--- src/rtl/mult_div_unit_if.sv ---
// Request/response bundle between the pipeline and the HI/LO multiply-divide unit.
interface mult_div_unit_if;
  logic        start;
  logic [1:0]  op;
  logic [31:0] operand_a;
  logic [31:0] operand_b;
  logic        write_hi;
  logic        write_lo;
  logic [31:0] write_data;
  logic [31:0] hi;
  logic [31:0] lo;
  logic        busy;
  logic        done;
  logic        div_by_zero;

  modport master (
    output start, op, operand_a, operand_b, write_hi, write_lo, write_data,
    input  hi, lo, busy, done, div_by_zero
  );

  modport slave (
    input  start, op, operand_a, operand_b, write_hi, write_lo, write_data,
    output hi, lo, busy, done, div_by_zero
  );
endinterface

--- src/rtl/mult_div_unit.sv ---
// Iterative 32-bit MULT/MULTU/DIV/DIVU unit with architectural HI/LO registers.
// One shift-add or restoring shift-subtract step per cycle; signs applied in FIX.
module mult_div_unit (
  input  logic            clk,
  input  logic            reset,
  mult_div_unit_if.slave  bus
);

  typedef enum logic [1:0] {IDLE, CALC, FIX} state_e;

  state_e      state_q, state_d;
  logic [5:0]  cnt_q;
  logic [63:0] acc_q;      // mult: running product; div: {remainder, quotient}
  logic [31:0] opb_q;      // multiplicand / divisor magnitude
  logic        div_q;      // operation is a divide
  logic        neg_res_q;  // product / quotient must be negated
  logic        neg_rem_q;  // remainder takes dividend sign
  logic        zdiv_q;     // divide with zero divisor
  logic [31:0] hi_q, lo_q;
  logic        done_q, dbz_q;

  // Accept-time operand conditioning
  logic        is_signed, is_div, a_neg, b_neg, b_zero, accept, idle_wr;
  logic [31:0] a_mag, b_mag;

  assign is_signed = ~bus.op[0];
  assign is_div    = bus.op[1];
  assign a_neg     = is_signed & bus.operand_a[31];
  assign b_neg     = is_signed & bus.operand_b[31];
  assign a_mag     = a_neg ? (32'd0 - bus.operand_a) : bus.operand_a;
  assign b_mag     = b_neg ? (32'd0 - bus.operand_b) : bus.operand_b;
  assign b_zero    = (bus.operand_b == 32'd0);
  assign accept    = (state_q == IDLE) && bus.start;
  assign idle_wr   = (state_q == IDLE) && !bus.start;

  // One iteration of each algorithm, selected by div_q in CALC
  logic [32:0] mul_sum;
  logic [63:0] mul_next;
  logic [32:0] div_shift, div_diff;
  logic [63:0] div_next;

  assign mul_sum   = {1'b0, acc_q[63:32]} + (acc_q[0] ? {1'b0, opb_q} : 33'd0);
  assign mul_next  = {mul_sum, acc_q[31:1]};
  assign div_shift = acc_q[63:31];
  assign div_diff  = div_shift - {1'b0, opb_q};
  assign div_next  = div_diff[32] ? {div_shift[31:0], acc_q[30:0], 1'b0}
                                  : {div_diff[31:0],  acc_q[30:0], 1'b1};

  // Sign fix-up of the raw magnitudes
  logic [63:0] prod_fix;
  logic [31:0] quo_fix, rem_fix, a_raw;

  assign prod_fix = neg_res_q ? (64'd0 - acc_q) : acc_q;
  assign quo_fix  = neg_res_q ? (32'd0 - acc_q[31:0]) : acc_q[31:0];
  assign rem_fix  = neg_rem_q ? (32'd0 - acc_q[63:32]) : acc_q[63:32];
  // Zero-divisor skips CALC, so acc_q still holds the dividend magnitude
  assign a_raw    = neg_rem_q ? (32'd0 - acc_q[31:0]) : acc_q[31:0];

  // State register
  always_ff @(posedge clk) begin
    if (reset) state_q <= IDLE;
    else       state_q <= state_d;
  end

  // Next-state: zero divisor jumps straight to FIX
  always_comb begin
    state_d = state_q;
    case (state_q)
      IDLE:    if (bus.start) state_d = (is_div && b_zero) ? FIX : CALC;
      CALC:    if (cnt_q == 6'd31) state_d = FIX;
      FIX:     state_d = IDLE;
      default: state_d = IDLE;
    endcase
  end

  // Operand latch at accept, then iterate in CALC
  always_ff @(posedge clk) begin
    if (reset) begin
      cnt_q     <= 6'd0;
      acc_q     <= 64'd0;
      opb_q     <= 32'd0;
      div_q     <= 1'b0;
      neg_res_q <= 1'b0;
      neg_rem_q <= 1'b0;
      zdiv_q    <= 1'b0;
    end else if (accept) begin
      cnt_q     <= 6'd0;
      acc_q     <= {32'd0, is_div ? a_mag : b_mag};
      opb_q     <= is_div ? b_mag : a_mag;
      div_q     <= is_div;
      neg_res_q <= a_neg ^ b_neg;
      neg_rem_q <= a_neg;
      zdiv_q    <= is_div && b_zero;
    end else if (state_q == CALC) begin
      cnt_q <= cnt_q + 6'd1;
      acc_q <= div_q ? div_next : mul_next;
    end
  end

  // HI/LO: result write in FIX, MTHI/MTLO only when idle and not starting
  always_ff @(posedge clk) begin
    if (reset) begin
      hi_q <= 32'd0;
      lo_q <= 32'd0;
    end else if (state_q == FIX) begin
      if (zdiv_q) begin
        hi_q <= a_raw;
        lo_q <= 32'hFFFF_FFFF;
      end else if (div_q) begin
        hi_q <= rem_fix;
        lo_q <= quo_fix;
      end else begin
        hi_q <= prod_fix[63:32];
        lo_q <= prod_fix[31:0];
      end
    end else if (idle_wr) begin
      if (bus.write_hi) hi_q <= bus.write_data;
      if (bus.write_lo) lo_q <= bus.write_data;
    end
  end

  // Completion pulse follows the FIX edge; reset kills it
  always_ff @(posedge clk) begin
    if (reset) begin
      done_q <= 1'b0;
      dbz_q  <= 1'b0;
    end else begin
      done_q <= (state_q == FIX);
      dbz_q  <= (state_q == FIX) && zdiv_q;
    end
  end

  assign bus.hi          = hi_q;
  assign bus.lo          = lo_q;
  assign bus.busy        = (state_q != IDLE);
  assign bus.done        = done_q;
  assign bus.div_by_zero = dbz_q;

endmodule
--- src/flat_wrapper.sv ---
// flat-port wrapper written by rule: the top's interface ports become plain ports
module mult_div_unit_flat 
  (clk, reset, bus_start, bus_op, bus_operand_a, bus_operand_b, bus_write_hi, bus_write_lo, bus_write_data, bus_hi, bus_lo, bus_busy, bus_done, bus_div_by_zero);
  mult_div_unit_if bus_i ();
  input  logic clk;
  input  logic reset;
  input wire logic [$bits(bus_i.start)-1:0] bus_start;
  input wire logic [$bits(bus_i.op)-1:0] bus_op;
  input wire logic [$bits(bus_i.operand_a)-1:0] bus_operand_a;
  input wire logic [$bits(bus_i.operand_b)-1:0] bus_operand_b;
  input wire logic [$bits(bus_i.write_hi)-1:0] bus_write_hi;
  input wire logic [$bits(bus_i.write_lo)-1:0] bus_write_lo;
  input wire logic [$bits(bus_i.write_data)-1:0] bus_write_data;
  output wire logic [$bits(bus_i.hi)-1:0] bus_hi;
  output wire logic [$bits(bus_i.lo)-1:0] bus_lo;
  output wire logic [$bits(bus_i.busy)-1:0] bus_busy;
  output wire logic [$bits(bus_i.done)-1:0] bus_done;
  output wire logic [$bits(bus_i.div_by_zero)-1:0] bus_div_by_zero;
  assign bus_i.start = bus_start;
  assign bus_i.op = bus_op;
  assign bus_i.operand_a = bus_operand_a;
  assign bus_i.operand_b = bus_operand_b;
  assign bus_i.write_hi = bus_write_hi;
  assign bus_i.write_lo = bus_write_lo;
  assign bus_i.write_data = bus_write_data;
  assign bus_hi = bus_i.hi;
  assign bus_lo = bus_i.lo;
  assign bus_busy = bus_i.busy;
  assign bus_done = bus_i.done;
  assign bus_div_by_zero = bus_i.div_by_zero;
  mult_div_unit u_core (.clk(clk), .reset(reset), .bus(bus_i));
endmodule
--- config.mk ---
export PLATFORM = sky130hd
export DESIGN_NAME = mult_div_unit_flat
export DESIGN_NICKNAME = d
export VERILOG_FILES = /design/src/rtl/mult_div_unit_if.sv /design/src/rtl/mult_div_unit.sv /design/src/flat_wrapper.sv
export SDC_FILE = /design/constraint.sdc
export NUM_CORES = 1
export LEC_CHECK = 0
export CAP_MARGIN = 20
export CORE_ASPECT_RATIO = 0.9
export CORE_UTILIZATION = 32
export DETAILED_ROUTE_END_ITERATION = 7
export GPL_ROUTABILITY_DRIVEN = 0
export PLACE_DENSITY_LB_ADDON = 0.15
export SLEW_MARGIN = 25
export SYNTH_ARGS = -nofsm -noshare
export SYNTH_HDL_FRONTEND = slang
export SYNTH_SLANG_ARGS = --single-unit
--- constraint.sdc ---
create_clock -name clk -period 7.9 [get_ports clk]
set_input_delay 1.975 -clock clk [delete_from_list [all_inputs] [get_ports clk]]
set_output_delay 1.975 -clock clk [all_outputs]
set_load 0.05 [all_outputs]
==> results.ini <==
[final_layout]
fill_cells = 5078
area_growth_pct = 17.3
layout.cell_area.non_filler_um2 = 18400
drive_above_1_share_pct = 4.49
nets = 2411

[clocking]
postCtsHoldBufs = 0
cts_root_buf = clkbuf_16
cts_setup_buffers = 0
cts_buffers = 17
clock-sinks = 174
ctsResizeCount = 0
clk_pin_slew_ns = 0.07
cts_tree = done
cts_buffer_depth = 2
clkLatencyLatePin_ns = 0.48
cts_max_level = 4

[critical_path]
ff2ff_path_depth = 12
cp.required_ns = 8.23
max_stage_delay_ns = 0.73
critPathKind = input port to register
crit-reg2reg-launch = u_core.acc_q[31]
crit_arrival_ns = 5.23
crit_path_end_kind = register
reg2reg_slack_ns = 3.39
crit_chain = clkdlybuf4s50_1 -> or4_1 -> or3_1 -> nor4_1 -> nand2_1 -> o21ai_0 -> xor2_1 -> nor2_1 -> a21oi_1 -> o22ai_1
start_kind = input port
critical_path.endpoint = u_core.acc_q[27]
cp_max_fo = 5
reg2reg_to = u_core.acc_q[41]
slowest_stage = nor4_1
startpoint = bus_operand_b[12]

[pwr]
p_int_mw = 1.95
switching_share_pct = 43.3
clkPwrFrac_pct = 25.9
p_leak_nw = 6.75
seq_power_share_pct = 31.5
peakVddDrop_mv = 0.169
powerDensity_nw_per_um2 = 187
combinationalPowerShare_pct = 42.7
p_sw_mw = 1.49

[place]
placed_cell_area_um2 = 17700
dpl.hpwl_um = 47600
port_buffers = 169

[route]
wire_per_inst_um = 21.4
drc = 0
dr.pass1.iters = 6
ant_nets = 0
viasPerCell = 5.78
drt_iter0_markers = 1425
totalWireLength_um = 61600
dr_total_vias = 16600

[sta]
finClkSkew_ns = 0.0166
slew_headroom_pct = 32.5
fmax_mhz = 204
worst_pin_slew_ns = 1.01
fin_setup_tns_ns = 0
hold_viol_final = 0
setup_viol = 0
min_period_ns = 4.91
post-route-period-util_pct = 62.1
rsz0062_at_grt = false
report.final.slew_viol_count = 0

[logic_synthesis]
yosysTopAreaCell = dfxtp_1
avgSynthCellArea_um2 = 7.17
yosys_warnings = 0
synth_cells = 2186
synth_edf_count = 0
synth_top_area_share_pct = 22.2
yosys.cell_types.count = 72
ys_ff_latch = 174
yosys_most_used_dff = dfxtp_1
synth_fp_nets = 2360
synth_area_um2 = 15700
async_reset_ff_share_pct = 0
synthTopCellsByCount = nand2_1, nor2_1, a21oi_1, dfxtp_1, clkbuf_1
yosysSeqAreaShare_pct = 22.2
ys_top_cells_by_area = dfxtp_1, nand2_1, a21oi_1, xnor2_1, ha_1
yosysMostFrequentCell = nand2_1

[global_routing]
track_usage_pct = 24.1
antenna_found_initial = 1
grt_pass1_wl_um = 92600
grt_max_degree = 82
grt_pass1_vias = 15100
grt_overflow_total = 0

[floorplanning]
die_w_um = 235
core_um2 = 48100
die_area_um2 = 49900
initial_core_util_pct = 32.6
die_h_um = 212
rows = 76
io_pins = 170

[hold_path]
hold_path_class = register to register

[run_status]
status = complete, no violations

[run]
cap_violations = 0

## power by group through the flow
stage | clock network (mW) | registers, mW | logic, mW
5_1_grt | 0.943 | 1.09 | 1.59
3_3_place_gp | 0 | 1.09 | 1.43
3_5_place_dp | 0 | 1.10 | 1.44
6_report | 0.889 | 1.08 | 1.47
4_1_cts | 0.909 | 1.08 | 1.45
2_1_floorplan | 0 | 1.12 | 0.937
## how the worst min path moves through the flow
stage,from,to,slack [ns],cells after the start
global route,u_core.opb_q[5],u_core.opb_q[5],0.48,2
global placement,u_core.opb_q[9],u_core.opb_q[9],0.44,2
detailed placement,u_core.opb_q[4],u_core.opb_q[4],0.45,2
CTS,u_core.opb_q[9],u_core.opb_q[9],0.46,2
floorplan,u_core.opb_q[11],u_core.opb_q[11],0.43,2
finish,u_core.opb_q[9],u_core.opb_q[9],0.46,2
## per-layer routing
| layer | GRT usage (%) | share of wire (%) |
|---|---|---|
| met5 | 0 | 0 |
| met4 | 7.05 | 2.4 |
| met3 | 4.49 | 6.9 |
| met2 | 35.1 | 41 |
| met1 | 35.6 | 49 |
## flip-flops by register name, indices dropped and copies added, names as in the netlist
signal and cells:
u_core.acc_q 64, u_core.bus.div_by_zero 1, u_core.bus.done 1, u_core.bus.hi 32, u_core.bus.lo 32, u_core.cnt_q 6
u_core.div_q 1, u_core.neg_rem_q 1, u_core.neg_res_q 1, u_core.opb_q 32, u_core.state_q 2, u_core.zdiv_q 1
## critical path, delay by kind of cell
kind	cells	cell delay, ns
buffers and inverters	1	0.49
and+or+nand+nor	5	2.03
AOI/OAI and AO/OA	3	0.50
xor gates and xnor gates	1	0.22
## logic make-up after synthesis
group | count (synthesis) | share of synthesized area (%)
multiplexers | 79 | 5.07
buffers and inverters | 226 | 5.55
AND/OR/NAND/NOR | 769 | 22.8
AO/OA/AOI/OAI | 669 | 27.5
XOR/XNOR | 198 | 11.1
flip-flops | 174 | 22.2
adder cells (fa/ha/maj) | 71 | 5.77
## through the flow
stage / worst slack, ns / utilization [%] / power [mW] / hold slack, ns / cells
CTS: 3.00 / 38.1 / 3.43 / 0.459 / 2873
detailed placement: 2.53 / 36.9 / 2.54 / 0.448 / 2841
floorplan: 3.58 / - / 2.05 / 0.432 / 2186
global route: 2.84 / 38.2 / 3.62 / 0.485 / 2874
finish: 2.99 / 38.2 / 3.44 / 0.457 / 2875
global placement: 2.57 / 36.8 / 2.52 / 0.444 / 2840
## layout by cell type (no fill, tap or decap), types with 9 or more instances in the layout
| master | netlist | layout |
|---|---|---|
| a31oi_1 | 34 | 34 |
| a21oi_1 | 194 | 194 |
| xor2_1 | 88 | 88 |
| or4_1 | 10 | 10 |
| nand2_1 | 287 | 287 |
| dfxtp_1 | 174 | 173 |
| nor4_1 | 25 | 25 |
| o31ai_1 | 26 | 26 |
| o211ai_1 | 31 | 31 |
| and3_1 | 11 | 11 |
| clkbuf_16 | 0 | 17 |
| o41ai_1 | 16 | 16 |
| o22ai_1 | 19 | 19 |
| nor3b_1 | 9 | 9 |
| or3_1 | 33 | 33 |
| nand2b_1 | 22 | 21 |
| nand4_1 | 23 | 23 |
| a211oi_1 | 41 | 41 |
| ha_1 | 69 | 69 |
| o21ai_0 | 136 | 136 |
| xnor2_1 | 110 | 110 |
| a21o_1 | 30 | 30 |
| o21a_1 | 9 | 9 |
| o21bai_1 | 11 | 11 |
| nand3_1 | 32 | 32 |
| a311oi_1 | 10 | 10 |
| o221ai_1 | 16 | 16 |
| nor2b_1 | 19 | 18 |
| and2_1 | 13 | 12 |
| inv_1 | 59 | 59 |
| nor3_1 | 47 | 47 |
| nor2_1 | 205 | 203 |
| clkdlybuf4s50_1 | 0 | 167 |
| a221oi_1 | 33 | 33 |
| mux2i_1 | 76 | 76 |
| buf_4 | 0 | 29 |
## layout make-up
type                            instances  area, um^2  area share, %
Tap cell                              624         781           4.25
Sequential cell                       174        3490           19.0
Clock buffer                           17         425           2.32
Clock inverter                         15         170          0.926
Multi-Input combinational cell       1786       11300           61.7
Inverter                               59         221           1.21
Antenna cell                            1        2.50         0.0136
Timing Repair Buffer                  199        1950           10.6
Note: power is estimated with default switching activity, not from simulation.
